**src/rtl/gmii_rx_framer_param_if.sv**
```systemverilog
// ---------------------------------------------------------------------------
// gmii_rx_framer_param_if
//   Bundles the GMII receive inputs, the downstream FIFO fill level and all
//   framer outputs (packet words, per-frame flag, event pulses, statistics).
//   master : the GMII/FIFO side that drives rx bytes and observes the outputs
//   slave  : the framer itself
// ---------------------------------------------------------------------------
interface gmii_rx_framer_param_if #(
  parameter int WORD_BYTES = 16,
  parameter int USEDW_W    = 8,
  parameter int CNT_W      = 32
);
  localparam int OW = 8 * WORD_BYTES + 11;

  logic [7:0]         gmii_rxd;
  logic               gmii_rxdv;
  logic               gmii_rxer;
  logic [USEDW_W-1:0] pkt_usedw;

  logic               crc_data_valid;
  logic [OW-1:0]      crc_data;
  logic               pkt_valid_wrreq;
  logic               pkt_valid;
  logic               port_receive;
  logic               port_discard;
  logic               port_pream;
  logic [CNT_W-1:0]   stat_good;
  logic [CNT_W-1:0]   stat_bad;
  logic [CNT_W-1:0]   stat_drop;

  modport master (
    output gmii_rxd, gmii_rxdv, gmii_rxer, pkt_usedw,
    input  crc_data_valid, crc_data, pkt_valid_wrreq, pkt_valid,
    input  port_receive, port_discard, port_pream,
    input  stat_good, stat_bad, stat_drop
  );

  modport slave (
    input  gmii_rxd, gmii_rxdv, gmii_rxer, pkt_usedw,
    output crc_data_valid, crc_data, pkt_valid_wrreq, pkt_valid,
    output port_receive, port_discard, port_pream,
    output stat_good, stat_bad, stat_drop
  );
endinterface

```
**src/rtl/gmii_rx_framer_param.sv**
```systemverilog
// ---------------------------------------------------------------------------
// gmii_rx_framer_param
//   GMII receive framer. Strips preamble/SFD, packs payload bytes MSB-first
//   into WORD_BYTES-wide packet words with an 11-bit header
//   {sof, eof, 1, valid_bytes-1[3:0], 4'b0}, and writes one good/bad flag per
//   written frame. Frames arriving while the data FIFO is nearly full are
//   dropped at the SFD. Frames longer than MAX_LEN are truncated and flagged
//   bad. Saturating good/bad/drop statistics.
// Ports
//   clk    : GMII rx clock
//   reset  : asynchronous, active-low
//   bus    : slave modport of gmii_rx_framer_param_if
//            in : gmii_rxd, gmii_rxdv, gmii_rxer, pkt_usedw
//            out: crc_data_valid, crc_data, pkt_valid_wrreq, pkt_valid,
//                 port_receive, port_discard, port_pream,
//                 stat_good, stat_bad, stat_drop
// ---------------------------------------------------------------------------
module gmii_rx_framer_param #(
  parameter int WORD_BYTES = 16,
  parameter int USEDW_W    = 8,
  parameter int AFULL_TH   = 160,
  parameter int MIN_LEN    = 64,
  parameter int MAX_LEN    = 1518,
  parameter int CNT_W      = 32
) (
  input  logic                   clk,
  input  logic                   reset,
  gmii_rx_framer_param_if.slave  bus
);

  localparam int DW    = 8 * WORD_BYTES;
  localparam int OW    = DW + 11;
  localparam int CW    = $clog2(WORD_BYTES + 1);
  localparam int LEN_W = $clog2(MAX_LEN + 1);

  localparam logic [CW-1:0]    FULL    = CW'(WORD_BYTES);
  localparam logic [LEN_W-1:0] LEN_MAX = LEN_W'(MAX_LEN);
  localparam logic [LEN_W-1:0] LEN_MIN = LEN_W'(MIN_LEN);

  typedef enum logic [1:0] {
    S_IDLE,
    S_PRE,
    S_DATA,
    S_DROP
  } state_t;

  state_t            state_q;
  logic [DW-1:0]     acc_q;
  logic [DW-1:0]     acc_d;
  logic [CW-1:0]     cnt_q;        // bytes held in acc_q
  logic [LEN_W-1:0]  len_q;        // bytes accepted into the frame so far
  logic              sof_q;
  logic              bad_q;
  logic              flag_pend_q;  // eof word went out this cycle, flag follows
  logic              flag_good_q;

  logic              crc_data_valid_q;
  logic [OW-1:0]     crc_data_q;
  logic              pkt_valid_wrreq_q;
  logic              pkt_valid_q;
  logic              port_receive_q;
  logic              port_discard_q;
  logic              port_pream_q;
  logic [CNT_W-1:0]  stat_good_q;
  logic [CNT_W-1:0]  stat_bad_q;
  logic [CNT_W-1:0]  stat_drop_q;

  logic              fifo_busy;

  function automatic logic [CNT_W-1:0] sat_inc(input logic [CNT_W-1:0] c);
    return (&c) ? c : c + CNT_W'(1);
  endfunction

  function automatic logic len_ok(input logic [LEN_W-1:0] l);
    return (l >= LEN_MIN) && (l <= LEN_MAX);
  endfunction

  function automatic logic [OW-1:0] mk_word(input logic sof, input logic eof,
                                            input logic [CW-1:0] n,
                                            input logic [DW-1:0] d);
    logic [3:0] vf;
    vf = 4'(n - CW'(1));
    return {sof, eof, 1'b1, vf, 4'b0000, d};
  endfunction

  assign fifo_busy = (32'(bus.pkt_usedw) >= 32'(AFULL_TH));

  // Current byte dropped into the next free slot; slot 0 is the top byte.
  always_comb begin
    acc_d = acc_q;
    for (int i = 0; i < WORD_BYTES; i++) begin
      if (cnt_q == CW'(i)) acc_d[DW-8-8*i +: 8] = bus.gmii_rxd;
    end
  end

  always_ff @(posedge clk or negedge reset) begin
    if (!reset) begin
      state_q           <= S_IDLE;
      acc_q             <= '0;
      cnt_q             <= '0;
      len_q             <= '0;
      sof_q             <= 1'b0;
      bad_q             <= 1'b0;
      flag_pend_q       <= 1'b0;
      flag_good_q       <= 1'b0;
      crc_data_valid_q  <= 1'b0;
      crc_data_q        <= '0;
      pkt_valid_wrreq_q <= 1'b0;
      pkt_valid_q       <= 1'b0;
      port_receive_q    <= 1'b0;
      port_discard_q    <= 1'b0;
      port_pream_q      <= 1'b0;
      stat_good_q       <= '0;
      stat_bad_q        <= '0;
      stat_drop_q       <= '0;
    end else begin
      crc_data_valid_q  <= 1'b0;
      pkt_valid_wrreq_q <= 1'b0;
      pkt_valid_q       <= 1'b0;
      port_receive_q    <= 1'b0;
      port_discard_q    <= 1'b0;
      port_pream_q      <= 1'b0;
      flag_pend_q       <= 1'b0;

      // Flag write runs independently of the FSM so a back-to-back frame
      // (one idle cycle) can already be in its preamble.
      if (flag_pend_q) begin
        pkt_valid_wrreq_q <= 1'b1;
        pkt_valid_q       <= flag_good_q;
        if (flag_good_q) begin
          port_receive_q <= 1'b1;
          stat_good_q    <= sat_inc(stat_good_q);
        end else begin
          stat_bad_q     <= sat_inc(stat_bad_q);
        end
      end

      case (state_q)
        S_IDLE: begin
          if (bus.gmii_rxdv) begin
            if (bus.gmii_rxd == 8'h55) begin
              state_q <= S_PRE;
            end else begin
              state_q      <= S_DROP;
              port_pream_q <= 1'b1;
            end
          end
        end

        S_PRE: begin
          if (!bus.gmii_rxdv) begin
            state_q <= S_IDLE;
          end else if (bus.gmii_rxd == 8'hD5) begin
            if (fifo_busy) begin
              state_q        <= S_DROP;
              port_discard_q <= 1'b1;
              stat_drop_q    <= sat_inc(stat_drop_q);
            end else begin
              state_q <= S_DATA;
              acc_q   <= '0;
              cnt_q   <= '0;
              len_q   <= '0;
              sof_q   <= 1'b1;
              bad_q   <= 1'b0;
            end
          end else if (bus.gmii_rxd != 8'h55) begin
            state_q      <= S_DROP;
            port_pream_q <= 1'b1;
          end
        end

        // A full word is held one extra cycle so that the following rxdv
        // tells whether it is the last word (eof) of the frame.
        S_DATA: begin
          if (bus.gmii_rxdv && (len_q == LEN_MAX)) begin
            // Overflow byte: close the frame as bad, drop the rest.
            crc_data_valid_q <= 1'b1;
            crc_data_q       <= mk_word(sof_q, 1'b1, cnt_q, acc_q);
            flag_pend_q      <= 1'b1;
            flag_good_q      <= 1'b0;
            sof_q            <= 1'b0;
            state_q          <= S_DROP;
          end else if (!bus.gmii_rxdv) begin
            if (cnt_q != '0) begin
              crc_data_valid_q <= 1'b1;
              crc_data_q       <= mk_word(sof_q, 1'b1, cnt_q, acc_q);
              flag_pend_q      <= 1'b1;
              flag_good_q      <= len_ok(len_q) && !bad_q;
            end
            sof_q   <= 1'b0;
            state_q <= S_IDLE;
          end else if (cnt_q == FULL) begin
            crc_data_valid_q <= 1'b1;
            crc_data_q       <= mk_word(sof_q, 1'b0, cnt_q, acc_q);
            sof_q            <= 1'b0;
            acc_q            <= {bus.gmii_rxd, {(DW-8){1'b0}}};
            cnt_q            <= CW'(1);
            len_q            <= len_q + LEN_W'(1);
            bad_q            <= bad_q | bus.gmii_rxer;
          end else begin
            acc_q <= acc_d;
            cnt_q <= cnt_q + CW'(1);
            len_q <= len_q + LEN_W'(1);
            bad_q <= bad_q | bus.gmii_rxer;
          end
        end

        S_DROP: begin
          if (!bus.gmii_rxdv) state_q <= S_IDLE;
        end

        default: state_q <= S_IDLE;
      endcase
    end
  end

  assign bus.crc_data_valid  = crc_data_valid_q;
  assign bus.crc_data        = crc_data_q;
  assign bus.pkt_valid_wrreq = pkt_valid_wrreq_q;
  assign bus.pkt_valid       = pkt_valid_q;
  assign bus.port_receive    = port_receive_q;
  assign bus.port_discard    = port_discard_q;
  assign bus.port_pream      = port_pream_q;
  assign bus.stat_good       = stat_good_q;
  assign bus.stat_bad        = stat_bad_q;
  assign bus.stat_drop       = stat_drop_q;

endmodule
```
**src/flat_wrapper.sv**
```systemverilog
// flat-port wrapper written by rule: the top's interface ports become plain ports
module gmii_rx_framer_param_flat 
#(
  parameter int WORD_BYTES = 16,
  parameter int USEDW_W    = 8,
  parameter int AFULL_TH   = 160,
  parameter int MIN_LEN    = 64,
  parameter int MAX_LEN    = 1518,
  parameter int CNT_W      = 32
)
  (clk, reset, bus_gmii_rxd, bus_gmii_rxdv, bus_gmii_rxer, bus_pkt_usedw, bus_crc_data_valid, bus_crc_data, bus_pkt_valid_wrreq, bus_pkt_valid, bus_port_receive, bus_port_discard, bus_port_pream, bus_stat_good, bus_stat_bad, bus_stat_drop);
  gmii_rx_framer_param_if #(.WORD_BYTES(WORD_BYTES), .USEDW_W(USEDW_W), .CNT_W(CNT_W)) bus_i ();
  input  logic clk;
  input  logic reset;
  input wire logic [$bits(bus_i.gmii_rxd)-1:0] bus_gmii_rxd;
  input wire logic [$bits(bus_i.gmii_rxdv)-1:0] bus_gmii_rxdv;
  input wire logic [$bits(bus_i.gmii_rxer)-1:0] bus_gmii_rxer;
  input wire logic [$bits(bus_i.pkt_usedw)-1:0] bus_pkt_usedw;
  output wire logic [$bits(bus_i.crc_data_valid)-1:0] bus_crc_data_valid;
  output wire logic [$bits(bus_i.crc_data)-1:0] bus_crc_data;
  output wire logic [$bits(bus_i.pkt_valid_wrreq)-1:0] bus_pkt_valid_wrreq;
  output wire logic [$bits(bus_i.pkt_valid)-1:0] bus_pkt_valid;
  output wire logic [$bits(bus_i.port_receive)-1:0] bus_port_receive;
  output wire logic [$bits(bus_i.port_discard)-1:0] bus_port_discard;
  output wire logic [$bits(bus_i.port_pream)-1:0] bus_port_pream;
  output wire logic [$bits(bus_i.stat_good)-1:0] bus_stat_good;
  output wire logic [$bits(bus_i.stat_bad)-1:0] bus_stat_bad;
  output wire logic [$bits(bus_i.stat_drop)-1:0] bus_stat_drop;
  assign bus_i.gmii_rxd = bus_gmii_rxd;
  assign bus_i.gmii_rxdv = bus_gmii_rxdv;
  assign bus_i.gmii_rxer = bus_gmii_rxer;
  assign bus_i.pkt_usedw = bus_pkt_usedw;
  assign bus_crc_data_valid = bus_i.crc_data_valid;
  assign bus_crc_data = bus_i.crc_data;
  assign bus_pkt_valid_wrreq = bus_i.pkt_valid_wrreq;
  assign bus_pkt_valid = bus_i.pkt_valid;
  assign bus_port_receive = bus_i.port_receive;
  assign bus_port_discard = bus_i.port_discard;
  assign bus_port_pream = bus_i.port_pream;
  assign bus_stat_good = bus_i.stat_good;
  assign bus_stat_bad = bus_i.stat_bad;
  assign bus_stat_drop = bus_i.stat_drop;
  gmii_rx_framer_param #(.WORD_BYTES(WORD_BYTES), .USEDW_W(USEDW_W), .AFULL_TH(AFULL_TH), .MIN_LEN(MIN_LEN), .MAX_LEN(MAX_LEN), .CNT_W(CNT_W)) u_core (.clk(clk), .reset(reset), .bus(bus_i));
endmodule
```
**config.mk**
```make
export PLATFORM = sky130hd
export DESIGN_NAME = gmii_rx_framer_param_flat
export DESIGN_NICKNAME = d
export VERILOG_FILES = /design/src/rtl/gmii_rx_framer_param_if.sv /design/src/rtl/gmii_rx_framer_param.sv /design/src/flat_wrapper.sv
export SDC_FILE = /design/constraint.sdc
export NUM_CORES = 1
export LEC_CHECK = 0
export BUFFER_PORTS_ARGS = -buffer_cell sky130_fd_sc_hd__buf_2
export CAP_MARGIN = 20
export CELL_PAD_IN_SITES_DETAIL_PLACEMENT = 1
export CELL_PAD_IN_SITES_GLOBAL_PLACEMENT = 2
export CORE_MARGIN = 10
export CORE_UTILIZATION = 43
export CTS_BUF_LIST = sky130_fd_sc_hd__clkbuf_8
export DETAILED_ROUTE_END_ITERATION = 8
export GPL_TIMING_DRIVEN = 1
export PLACE_DENSITY = 0.9
export SLEW_MARGIN = 20
export SYNTH_ARGS = -nofsm -noshare
export SYNTH_HDL_FRONTEND = slang
export SYNTH_SLANG_ARGS = --single-unit
```
**constraint.sdc**
```tcl
create_clock -name clk -period 4 [get_ports clk]
set_clock_uncertainty 0.15 [all_clocks]
set_input_delay 0.2 -clock clk [delete_from_list [all_inputs] [get_ports clk]]
set_output_delay 0.2 -clock clk [all_outputs]
set_load 0.05 [all_outputs]
```
Word-level counts from Yosys, hierarchy flattened

Index checks and enable logic that the tools add are counted.
W data, S select, Z words.

Input port bits: 20
Flip-flop bits (word level): 391

Muxes and demuxes: 87
Add/sub/neg operators: 6
$lt $le $gt $ge: 3
Equal/unequal tests: 49
Reduce and logical (&&, ||, !) cells: 37
Bitwise operators: 5

Operators by type and width:

| cell                    | count |
|---|---|
| $mux W128               | 6 |
| $mux W139               | 4 |
| $pmux W128 S2           | 1 |
| $mux W8                 | 16 |
| $reduce_and A7 Y1       | 16 |
| $add A32 B1 Y32 const B | 3 |
| $reduce_and A32 Y1      | 3 |
| $mux W11                | 5 |
| $ne A3 B1 Y1 const B    | 17 |
| $eq A5 B4 Y1 const B    | 8 |
| $mux W1                 | 36 |
| $mux W5                 | 6 |
| $pmux W11 S2            | 1 |
| $eq A5 B3 Y1 const B    | 4 |
| $mux W2                 | 7 |
| $reduce_and A3 Y1       | 4 |
| $add A11 B1 Y11 const B | 1 |
| $eq A11 B11 Y1 const B  | 1 |
| $ge A11 B7 Y1 const B   | 1 |
| $le A11 B11 Y1 const B  | 1 |
| $eq A5 B2 Y1 const B    | 2 |
| $ne A2 B2 Y1 const B    | 5 |
| $pmux W5 S2             | 1 |
| $reduce_and A5 Y1       | 2 |
| 25 further kinds        | 36 |

Depth between registers and ports, before layout

Gate-level depths: netlist of run 1.

Depth after elaboration: 6
Gate-level depth with buffers: 9
Mapped depth without buffers: 8

Worst setup path before layout of run 1

No wires, ideal clock.

Path kind: reg2reg
Start: register u_core.stat_good_q[0], in the netlist u_core.bus.stat_good[0]
End: register u_core.stat_good_q[1], in the netlist u_core.bus.stat_good[1]
Stages on the path, launching flop included: 8
Setup time: 0.125 ns
Path buffers: 2
Required time: 3.725 ns
Path slack: 1.389 ns
Arrival time: 2.336 ns
Period minus slack after synthesis: 2.611 ns
Cells stage by stage: dfrtp_1 > ha_1 > and3_1 > clkbuf_1 > nand4_1 > o31a_1 > clkbuf_1 > mux2_2

Cells in the longest elaborated chain, start to end: 3
Elaborated cells between the ends (all ways): 4
Classes of those cells: 1 x add/sub; 1 x bitwise; 2 x reduce/logical

RTL lines:

| item                                                    | RTL line                    | text |
|---|---|---|
| start: declaration                                      | gmii_rx_framer_param.sv:64  | `logic [CNT_W-1:0] stat_good_q;` |
| start signal: assignment                                | gmii_rx_framer_param.sv:132 | `stat_good_q <= sat_inc(stat_good_q);` |
| branches (longest 3 deep; another with $add A32 B1 Y32) | --                          |  |

Parallel ways; which one is timed is not known.
A chain may end at the register's enable or synchronous reset.

Worst setup path in the final report of run 1

Start: register u_core.state_q[1]
End: register u_core.acc_q[52]

Cells in the longest elaborated chain, start to end: 3
Elaborated cells between the ends (all ways): 11
Classes of those cells: 8 x eq/ne; 1 x mux; 2 x reduce/logical

RTL lines:

| item                                           | RTL line                    | text |
|---|---|---|
| start: declaration                             | gmii_rx_framer_param.sv:47  | `state_t state_q;` |
| start signal: assignment                       | gmii_rx_framer_param.sv:98  | `state_q <= S_IDLE;` |
| start signal: assignment                       | gmii_rx_framer_param.sv:142 | `state_q <= S_PRE;` |
| start signal: assignment                       | gmii_rx_framer_param.sv:144 | `state_q <= S_DROP;` |
| $eq A2 B2 Y1 or $eq A2 B1 Y1 (tied branches)   | gmii_rx_framer_param.sv:138 | `case (state_q)` |
| $ne A3 B1 Y1 (no line) (tied with other cells) | --                          |  |
| $reduce_and A7 Y1 (no line)                    | --                          |  |
| end signal: assignment                         | gmii_rx_framer_param.sv:196 | `acc_q <= {bus.gmii_rxd, {(DW-8){1'b0}}};` |
| end: declaration                               | gmii_rx_framer_param.sv:48  | `logic [DW-1:0] acc_q;` |

Several ways; a longest one is shown, not always the timed one.

==> results.txt, run 1 <==
YS warnings -> 0
Pwr Density -> 494 nW/um2
CORE AREA -> 36800 um2
Final net count -> 1574
Minimum clock period after layout -> 3.22 ns
Fmax -> 0.311 GHz
Nature of the critical path endpoint -> flop
Distinct cells, synth -> 63
Antenna cells -> 0
EDFF count, synth -> 0
Placed Area -> 17800 um2
Net Sw Frac -> 0.302
Initial antenna violation count -> 0
Longest Clk Path Bufs -> 3
Critical path buffers and inverters -> 0
Sequential share of power -> 0.449
WHS Endpoint -> u_core.state_q[0]
Number of H-tree levels -> 3
R2R Path Start -> u_core.state_q[1]
Cell area after layout -> 19400 um2
Share of synthesized registers carrying an async set or reset -> 1.00
Synthesized cell area -> 16100 um2
DR iter-0 viols -> 586
Delay-heaviest family, CP -> simple AND/OR/NAND/NOR gates
Post-route core utilization -> 0.526
All-Layer GR Usage -> 0.204
CTS root buf -> clkbuf_8
Worst Tran Pin Value -> 0.967 ns
Reg-to-reg setup timing slack -> 0.78 ns
Max cap viols -> 0
#FFs+latches synth -> 386
GR Overflow Total -> 0
LEAKAGE -> 0.00980 uW
Die height -> 214 um
Commonest cells after routing, fill and taps aside -> dfrtp_1, buf_2, mux2_2
Setup bufs post-CTS -> 0
Placed cells -> 1929
Outcome -> finished, final reports clean
First-pass DRT Iterations -> 4
Vias in the first global route -> 12500
Post-Syn Instances -> 1241
Most common cell after layout, fill and taps aside -> dfrtp_1
Die area -> 45700 um2
CP Max Fanout -> 28
Detailed placement HPWL -> 31600 um
GPL Wtd Cong -> 0.832
Starting Density -> 0.438
Final hold vios -> 0
RSZ-0062 raised after global routing -> false
VDD IR max -> 304 uV
Worst r2r dst -> u_core.acc_q[52]
Io pins -> 261
Fin crit share -> 0.804
Sw Pwr -> 2890 uW
Slowest stage delay, CP -> 0.71 ns
Port bufs -> 251
Relative slew slack -> 0.353
Post-DR wirelength/cell -> 22.3 um
WL final -> 45900 um
CTS tree -> built
Hold Crit Class -> in2reg
Standard-cell row count -> 70
Critical Path Source Type -> flop
Clock sinks -> 386
Slowest stage cell, crit path -> or4_1
Die X -> 214 um
Hold Path Cell Cnt -> 4
Main synth FF type -> dfrtp_1
Number of remaining DRC errors -> 0
Crit path required time -> 4.35 ns
Vias -> 11400
Max-slew violations -> 0
Critical path class -> reg2reg
Fraction of layout cells with a size suffix above 1 -> 0.330
Layout area overhead -> 20.1%
WP data arrival -> 3.56 ns
Gate power share -> 0.151
Worst path cell trace -> nand3b_2 -> or4_1 -> nand2_4 -> nand2_1 -> o2bb2ai_1
Post-Syn Area per Cell -> 13.0 um2
Worst-Skew Late Latency -> 0.60 ns
Vias/cell -> 5.55
CTS Buf Count -> 67
Hold path start -> bus_pkt_usedw[5]
Post-cts sizing count -> 0
Clock Power Share -> 0.400
Setup TNS -> 0 ns
Fin cells -> 2058
Pin count of the biggest net entering global routing -> 117
R2R depth -> 5
Final setup vio count -> 0
Register area share after synthesis -> 0.599
First-pass GRT wire length -> 73400 um
Worst-path clk slew -> 0.07 ns
Pint -> 6680 uW
Final ANT Viol Nets -> 0
==> per-stage QoR <==
stage                     total power, uW  hold WS, ns  worst slack [ns]
after floorplan                      5340       -0.246              1.39
after global placement               5780        0.199             0.956
after detailed placement             5820        0.212             0.810
after CTS                            9690       0.0172             0.764
after global routing                10000       0.0689             0.635
final                                9570        0.103             0.785
==> what timing repair did <==
| item | in CTS | in global routing |
|---|---|---|
| hold buffers | 13 | 0 |
| hold endpoints to repair | 144 | 0 |
| setup endpoints to repair | 0 | 0 |
==> worst register-to-register path, cell delays in order (launching register included) <==
cell       delay, ns
dfrtp_1         0.44
nand3b_2        0.32
or4_1           0.71
nand2_4         0.48
nand2_1         0.61
o2bb2ai_1       0.41
==> synthesized netlist by cell type (3+ instances only) <==
cell type	instances	area, um2
clkbuf_1	24	90.1
buf_2	5	25.0
o2bb2ai_1	112	981
nor4_1	11	68.8
a22o_1	16	140
and3_1	17	106
ha_1	11	138
or3_1	8	50.1
o31ai_1	4	30.0
nand2_4	9	101
nand4_1	44	275
and4_1	20	175
nor2b_1	9	56.3
inv_1	12	45.0
o21ai_2	7	61.3
mux2_1	4	45.0
o21ai_0	21	105
nor2_1	46	173
a31oi_1	6	37.5
nand2b_1	9	56.3
and2_1	9	56.3
dfrtp_1	386	9660
nand4bb_1	3	33.8
mux2_2	128	1440
nor3_1	27	135
buf_4	6	45.0
or2_2	4	25.0
nor3b_1	4	30.0
xnor2_1	51	447
a21oi_1	10	50.1
xor2_1	47	412
buf_6	14	158
nand2_1	74	278
nand3_1	47	235
==> layer usage <==
layer	up-vias	wire, um	GRT usage	share of wire
li1	5150	-	-	-
met1	5940	19700	0.263	0.43
met2	276	22500	0.337	0.49
met3	59	2870	0.0488	0.063
met4	0	807	0.0604	0.018
met5	-	0	0	0
==> worst max path at each step <==
| stage | cells past startpoint | from | endpoint | slack (ns) |
|---|---|---|---|---|
| 4_1_cts | 5 | u_core.state_q[1] | u_core.acc_q[17] | 0.76 |
| 6_report | 5 | u_core.state_q[1] | u_core.acc_q[52] | 0.78 |
| 3_5_place_dp | 5 | u_core.state_q[1] | u_core.acc_q[81] | 0.81 |
| 3_3_place_gp | 8 | u_core.len_q[0] | u_core.bus.crc_data[72] | 0.96 |
| 5_1_grt | 5 | u_core.state_q[1] | u_core.acc_q[81] | 0.64 |
| 2_1_floorplan | 7 | u_core.bus.stat_good[0] | u_core.bus.stat_good[1] | 1.39 |
==> state kept, by name, indices dropped and copies added (netlist names), 2 cells and up <==
name,cells
u_core.cnt_q,5
u_core.bus.crc_data,135
u_core.bus.stat_drop,32
u_core.len_q,11
u_core.bus.stat_good,32
u_core.state_q,2
u_core.acc_q,128
u_core.bus.stat_bad,32
==> cell families after synthesis <==
group | synth area share
mux | 0.0934
fa+ha+maj | 0.00853
flops | 0.599
compound gates | 0.0989
simple gates | 0.123
xor+xnor | 0.0532
buf+inv | 0.0242
other cells | 0.000233
==> power by group through the flow <==
stage | Clock (uW) | Combinational, uW | Sequential, uW
after floorplan | 0 | 525 | 4820
after global placement | 0 | 1420 | 4350
after detailed placement | 0 | 1450 | 4370
after CTS | 3920 | 1470 | 4300
after global routing | 4140 | 1540 | 4330
final | 3820 | 1440 | 4300
==> final cells by class <==
| cell class | count | area, um2 |
|---|---|---|
| inverters | 13 | 51.3 |
| well taps | 468 | 586 |
| clock buffers | 81 | 1110 |
| repair buffers | 281 | 1570 |
| clock inverters | 35 | 292 |
| multi-input cells | 794 | 6090 |
| flip-flops and latches | 386 | 9660 |
| fillers | 3902 | 17400 |
No activity file was read; power rests on OpenSTA's default activity.
==> run 2, diff against run 1 <==
Settings changed: CORE_UTILIZATION 43 to 40, PLACE_DENSITY 0.9 to 0.84.
Clock period 4 ns to 3.34 ns, I/O delays scaled along.
==> results.txt, run 2 (same netlist as run 1, synthesis figures left out) <==
Die area -> 48700 um2
CP Max Fanout -> 37
WP data arrival -> 3.29 ns
Final setup vio count -> 0
Post-DR wirelength/cell -> 21.7 um
Max cap viols -> 0
Io pins -> 261
Detailed placement HPWL -> 32300 um
CP endpoint -> u_core.bus.crc_data[48]
Vias in the first global route -> 12500
Minimum clock period after layout -> 2.96 ns
DR iter-0 viols -> 643
Number of flip-flops in the largest register -> 135
Post-cts sizing count -> 0
Final hold vios -> 0
Pwr Density -> 583 nW/um2
GR Overflow Total -> 0
Worst Setup SP -> u_core.cnt_q[0]
Fin crit share -> 0.885
Pin count of the biggest net entering global routing -> 78
Relative slew slack -> 0.513
CTS Buf Count -> 70
Max-slew violations -> 0
Setup bufs post-CTS -> 0
GPL Wtd Cong -> 0.807
Worst r2r dst -> u_core.bus.crc_data[48]
Slowest stage delay, CP -> 0.61 ns
Register area -> 9660 um2
Worst-Skew Late Latency -> 0.62 ns
Nature of the critical path endpoint -> flop
Starting Density -> 0.405
RSZ-0062 raised after global routing -> false
Number of remaining DRC errors -> 0
Initial antenna violation count -> 0
First-pass GRT wire length -> 73000 um
Number of H-tree levels -> 3
Vias -> 11400
CTS tree -> built
VDD IR max -> 325 uV
Setup TNS -> 0 ns
Crit path required time -> 3.68 ns
Layout area overhead -> 21.7%
Most common cell after layout, fill and taps aside -> dfrtp_1
Worst path cell trace -> inv_1 -> ha_1 -> nand2b_1 -> o31ai_1 -> o22a_2 -> buf_4 -> mux2_2
Fmax -> 0.338 GHz
Die height -> 221 um
Worst Tran Pin Value -> 0.724 ns
Die X -> 221 um
LEAKAGE -> 0.00989 uW
Worst hold slack -> 0.0638 ns
Port bufs -> 251
Slowest stage cell, crit path -> o31ai_1
Multi-input gate area -> 6090 um2
Standard-cell row count -> 73
CTS root buf -> clkbuf_8
Critical Path Source Type -> flop
Final ANT Viol Nets -> 0
CORE AREA -> 39800 um2
Outcome -> finished, final reports clean
Clock sinks -> 386
Reg-to-reg setup timing slack -> 0.38 ns
Hold Crit Class -> in2reg
Critical path class -> reg2reg
FILL cells -> 4229
Antenna cells -> 0
R2R depth -> 7
R2R Path Start -> u_core.cnt_q[0]
First-pass DRT Iterations -> 4
Final net count -> 1594
Worst-path clk slew -> 0.06 ns
Fraction of layout cells with a size suffix above 1 -> 0.339
WL final -> 46300 um
Vias/cell -> 5.33
All-Layer GR Usage -> 0.190
Commonest cells after routing, fill and taps aside -> dfrtp_1, buf_2, mux2_2
Longest Clk Path Bufs -> 3
==> run 2: changes by cell type in the layout (fill, tap and decap cells not counted), moves of 2 or more <==
cell / before / now
buf_12: 4 / 7
buf_4: 13 / 24
bufinv_16: 5 / 3
clkbuf_8: 81 / 85
clkinv_2: 7 / 10
clkinvlp_4: 2 / 4
dlygate4sd3_1: 13 / 16
inv_1: 31 / 27
==> run 2: what timing repair did <==
action	4_1_cts	5_1_grt
endpoints found under the hold margin	405	0
setup endpoints to repair	0	0
hold buffers	16	0
==> run 2: worst min-delay path by stage <==
stage | start | end | slack (ns) | cells past startpoint
after detailed placement | reset | u_core.bus.stat_good[10] | 0.05 | 1
after floorplan | reset | u_core.acc_q[0] | -0.28 | 0
after CTS | bus_pkt_usedw[5] | u_core.state_q[0] | 0.02 | 4
after global routing | bus_pkt_usedw[5] | u_core.state_q[0] | 0.05 | 4
final | bus_pkt_usedw[5] | u_core.state_q[0] | 0.06 | 4
after global placement | reset | u_core.bus.stat_good[10] | 0.05 | 1
==> run 2: stage by stage <==
stage          std cells  area [um2]  setup slack (ns)  power [uW]   util
4_1_cts             2136       19600             0.445       11600  0.493
2_1_floorplan       1244       16100             0.729        6400      -
6_report            2136       19600             0.385       11500  0.493
5_1_grt             2136       19600             0.268       12000  0.493
3_3_place_gp        2000       18000             0.517        6960  0.453
3_5_place_dp        2000       18000             0.462        7000  0.453
==> run 2: worst max-delay path, delay by kind of cell (launching register included) <==
| kind | cells | cell delay, ns |
|---|---|---|
| adder cells (fa/ha/maj) | 1 | 0.18 |
| AND/OR/NAND/NOR | 1 | 0.10 |
| buffers and inverters | 2 | 0.58 |
| AO/OA/AOI/OAI | 2 | 0.91 |
| flip-flops | 1 | 0.47 |
| multiplexers | 1 | 0.40 |
==> run 2: final cells by class <==
| cell class | instances | area share |
|---|---|---|
| flip-flops and latches | 386 | 0.492 |
| repair buffers | 298 | 0.0890 |
| clock buffers | 85 | 0.0596 |
| well taps | 525 | 0.0335 |
| inverters | 13 | 0.00261 |
| clock inverters | 35 | 0.0133 |
| multi-input cells | 794 | 0.310 |
==> run 2: power breakdown <==
part | switching (uW) | leakage, uW | total, uW | internal [uW]
Combinational | 1250 | 0.00379 | 1740 | 490
Sequential | 218 | 0.00532 | 5160 | 4940
Clock | 2010 | 0.000789 | 4560 | 2550
Total | 3480 | 0.00989 | 11500 | 7970
==> run 2: layer usage <==
metal | share of wire | track usage | vias up
met5 | 0 | 0 | -
met4 | 0.018 | 0.0551 | 0
met3 | 0.060 | 0.0460 | 63
met2 | 0.49 | 0.319 | 255
met1 | 0.43 | 0.240 | 5886
li1 | - | - | 5181
==> run 3, diff against run 2 <==
Settings changed: CAP_MARGIN 20 to 10, PLACE_DENSITY 0.84 to default, PLACE_DENSITY_LB_ADDON from default to 0.1.
Clock period 3.34 ns to 2.74 ns, I/O delays scaled along.
==> results.txt, run 3 (same netlist as run 1, synthesis figures left out) <==
Pwr Density -> 689 nW/um2
Relative slew slack -> 0.564
GR Layer Usage met1 -> 0.246
Die area -> 48700 um2
First-pass DRT Iterations -> 4
Fraction of layout cells with a size suffix above 1 -> 0.343
Crit path required time -> 3.10 ns
Clock sinks -> 386
Total Power -> 13600 uW
Setup TNS -> 0 ns
Commonest cells after routing, fill and taps aside -> dfrtp_1, buf_2, mux2_2
Fin crit share -> 0.936
Vias in the first global route -> 12500
Final hold vios -> 0
Standard-cell row count -> 73
Worst path cell trace -> inv_1 -> ha_1 -> nand4bb_1 -> or3_4 -> o22a_2 -> inv_4 -> buf_12 -> mux2_2
Multi-input gate area -> 6090 um2
First-pass GRT wire length -> 74500 um
Initial antenna violation count -> 0
Nature of the critical path endpoint -> flop
Worst-Skew Late Latency -> 0.63 ns
VDD IR max -> 403 uV
DP Worst Slack -> 0.148 ns
Vias -> 11400
Max cap viols -> 0
Longest Clk Path Bufs -> 3
Worst-path clk slew -> 0.07 ns
WL final -> 47100 um
Met3 Use GR -> 0.0426
CP Max Fanout -> 37
Post-DR wirelength/cell -> 21.8 um
Vias/cell -> 5.25
Global route hottest layer -> met2
Number of remaining DRC errors -> 0
Outcome -> finished, final reports clean
Max-slew violations -> 0
DR iter-0 viols -> 629
FILL cells -> 4242
Slowest stage delay, CP -> 0.40 ns
Number of flip-flops in the largest register -> 135
Final setup vio count -> 0
Antenna cells -> 0
Slowest stage cell, crit path -> or3_4
CTS root buf -> clkbuf_8
CTS tree -> built
Port bufs -> 251
Register area -> 9660 um2
Worst Tran Pin Value -> 0.653 ns
Io pins -> 261
Die height -> 221 um
RSZ-0062 raised after global routing -> false
Met2 Track Usage GR -> 0.331
All-Layer GR Usage -> 0.195
Starting Density -> 0.405
Number of H-tree levels -> 3
Final net count -> 1619
GPL Wtd Cong -> 0.780
Most common cell after layout, fill and taps aside -> dfrtp_1
Minimum clock period after layout -> 2.56 ns
Detailed placement HPWL -> 32800 um
Critical Path Source Type -> flop
CORE AREA -> 39800 um2
GR Overflow Total -> 0
Worst setup margin -> 0.177 ns
Die X -> 221 um
LEAKAGE -> 0.0100 uW
Worst hold slack -> 0.0370 ns
Fin cells -> 2162
Layout area overhead -> 22.7%
Fmax -> 0.390 GHz
Hold Crit Class -> in2reg
Pin count of the biggest net entering global routing -> 62
Final ANT Viol Nets -> 0
CTS Buf Count -> 70
WP data arrival -> 2.92 ns
Critical path class -> reg2reg
Placed cells -> 2024
run 3: repair_timing:
| action | 4_1_cts | 5_1_grt |
|---|---|---|
| gates resized for setup | 0 | 2 |
| hold buffers | 17 | 0 |
| setup endpoints to repair | 0 | 1 |
| buffers inserted | 0 | 0 |
| hold endpoints to repair | 406 | 0 |
run 3: path summary, 6_finish.rpt:
path / end / from / cells past startpoint / slack [ns]
min in group asynchronous: u_core.len_q[5] / reset / 3 / 0.06
hold reg to reg: u_core.bus.pkt_valid_wrreq / u_core.flag_pend_q / 0 / 0.26
setup reg to reg: u_core.bus.crc_data[20] / u_core.len_q[0] / 8 / 0.18
setup / recovery: u_core.bus.crc_data[20] / u_core.len_q[0] / 8 / 0.18
max in group asynchronous: u_core.bus.crc_data[54] / reset / 4 / 1.93
hold / removal: u_core.len_q[5] / bus_pkt_usedw[5] / 5 / 0.04
run 3: routing by layer:
metal  wire, um  part of all wire
met3       1820             0.039
met2      23800              0.51
met4        836             0.018
met1      20600              0.44
met5          0                 0
run 3: critical path, delay by kind of cell, from the launching register on:
family	cells	cell delay, ns
fa+ha+maj	1	0.16
mux	1	0.37
compound gates	1	0.35
buf+inv	3	0.43
simple gates	2	0.56
flops	1	0.38
run 3: area by class of cell:
class / instances / share of cell area
multi-input combinational: 794 / 0.308
sequential: 386 / 0.488
tap: 525 / 0.0332
timing repair buffer: 323 / 0.102
inverter: 13 / 0.00259
clock inverter: 40 / 0.00974
clock buffer: 81 / 0.0564
run 3: report_power, final:
| group | total, uW | switching, uW | internal, uW |
|---|---|---|---|
| clock network | 5160 | 2450 | 2700 |
| logic | 2210 | 1560 | 645 |
| registers | 6260 | 243 | 6020 |
run 3: metrics by stage:
step            util  area (um2)
2_1_floorplan      -       16100
3_3_place_gp   0.459       18300
3_5_place_dp   0.459       18300
4_1_cts        0.496       19800
5_1_grt        0.497       19800
6_report       0.497       19800
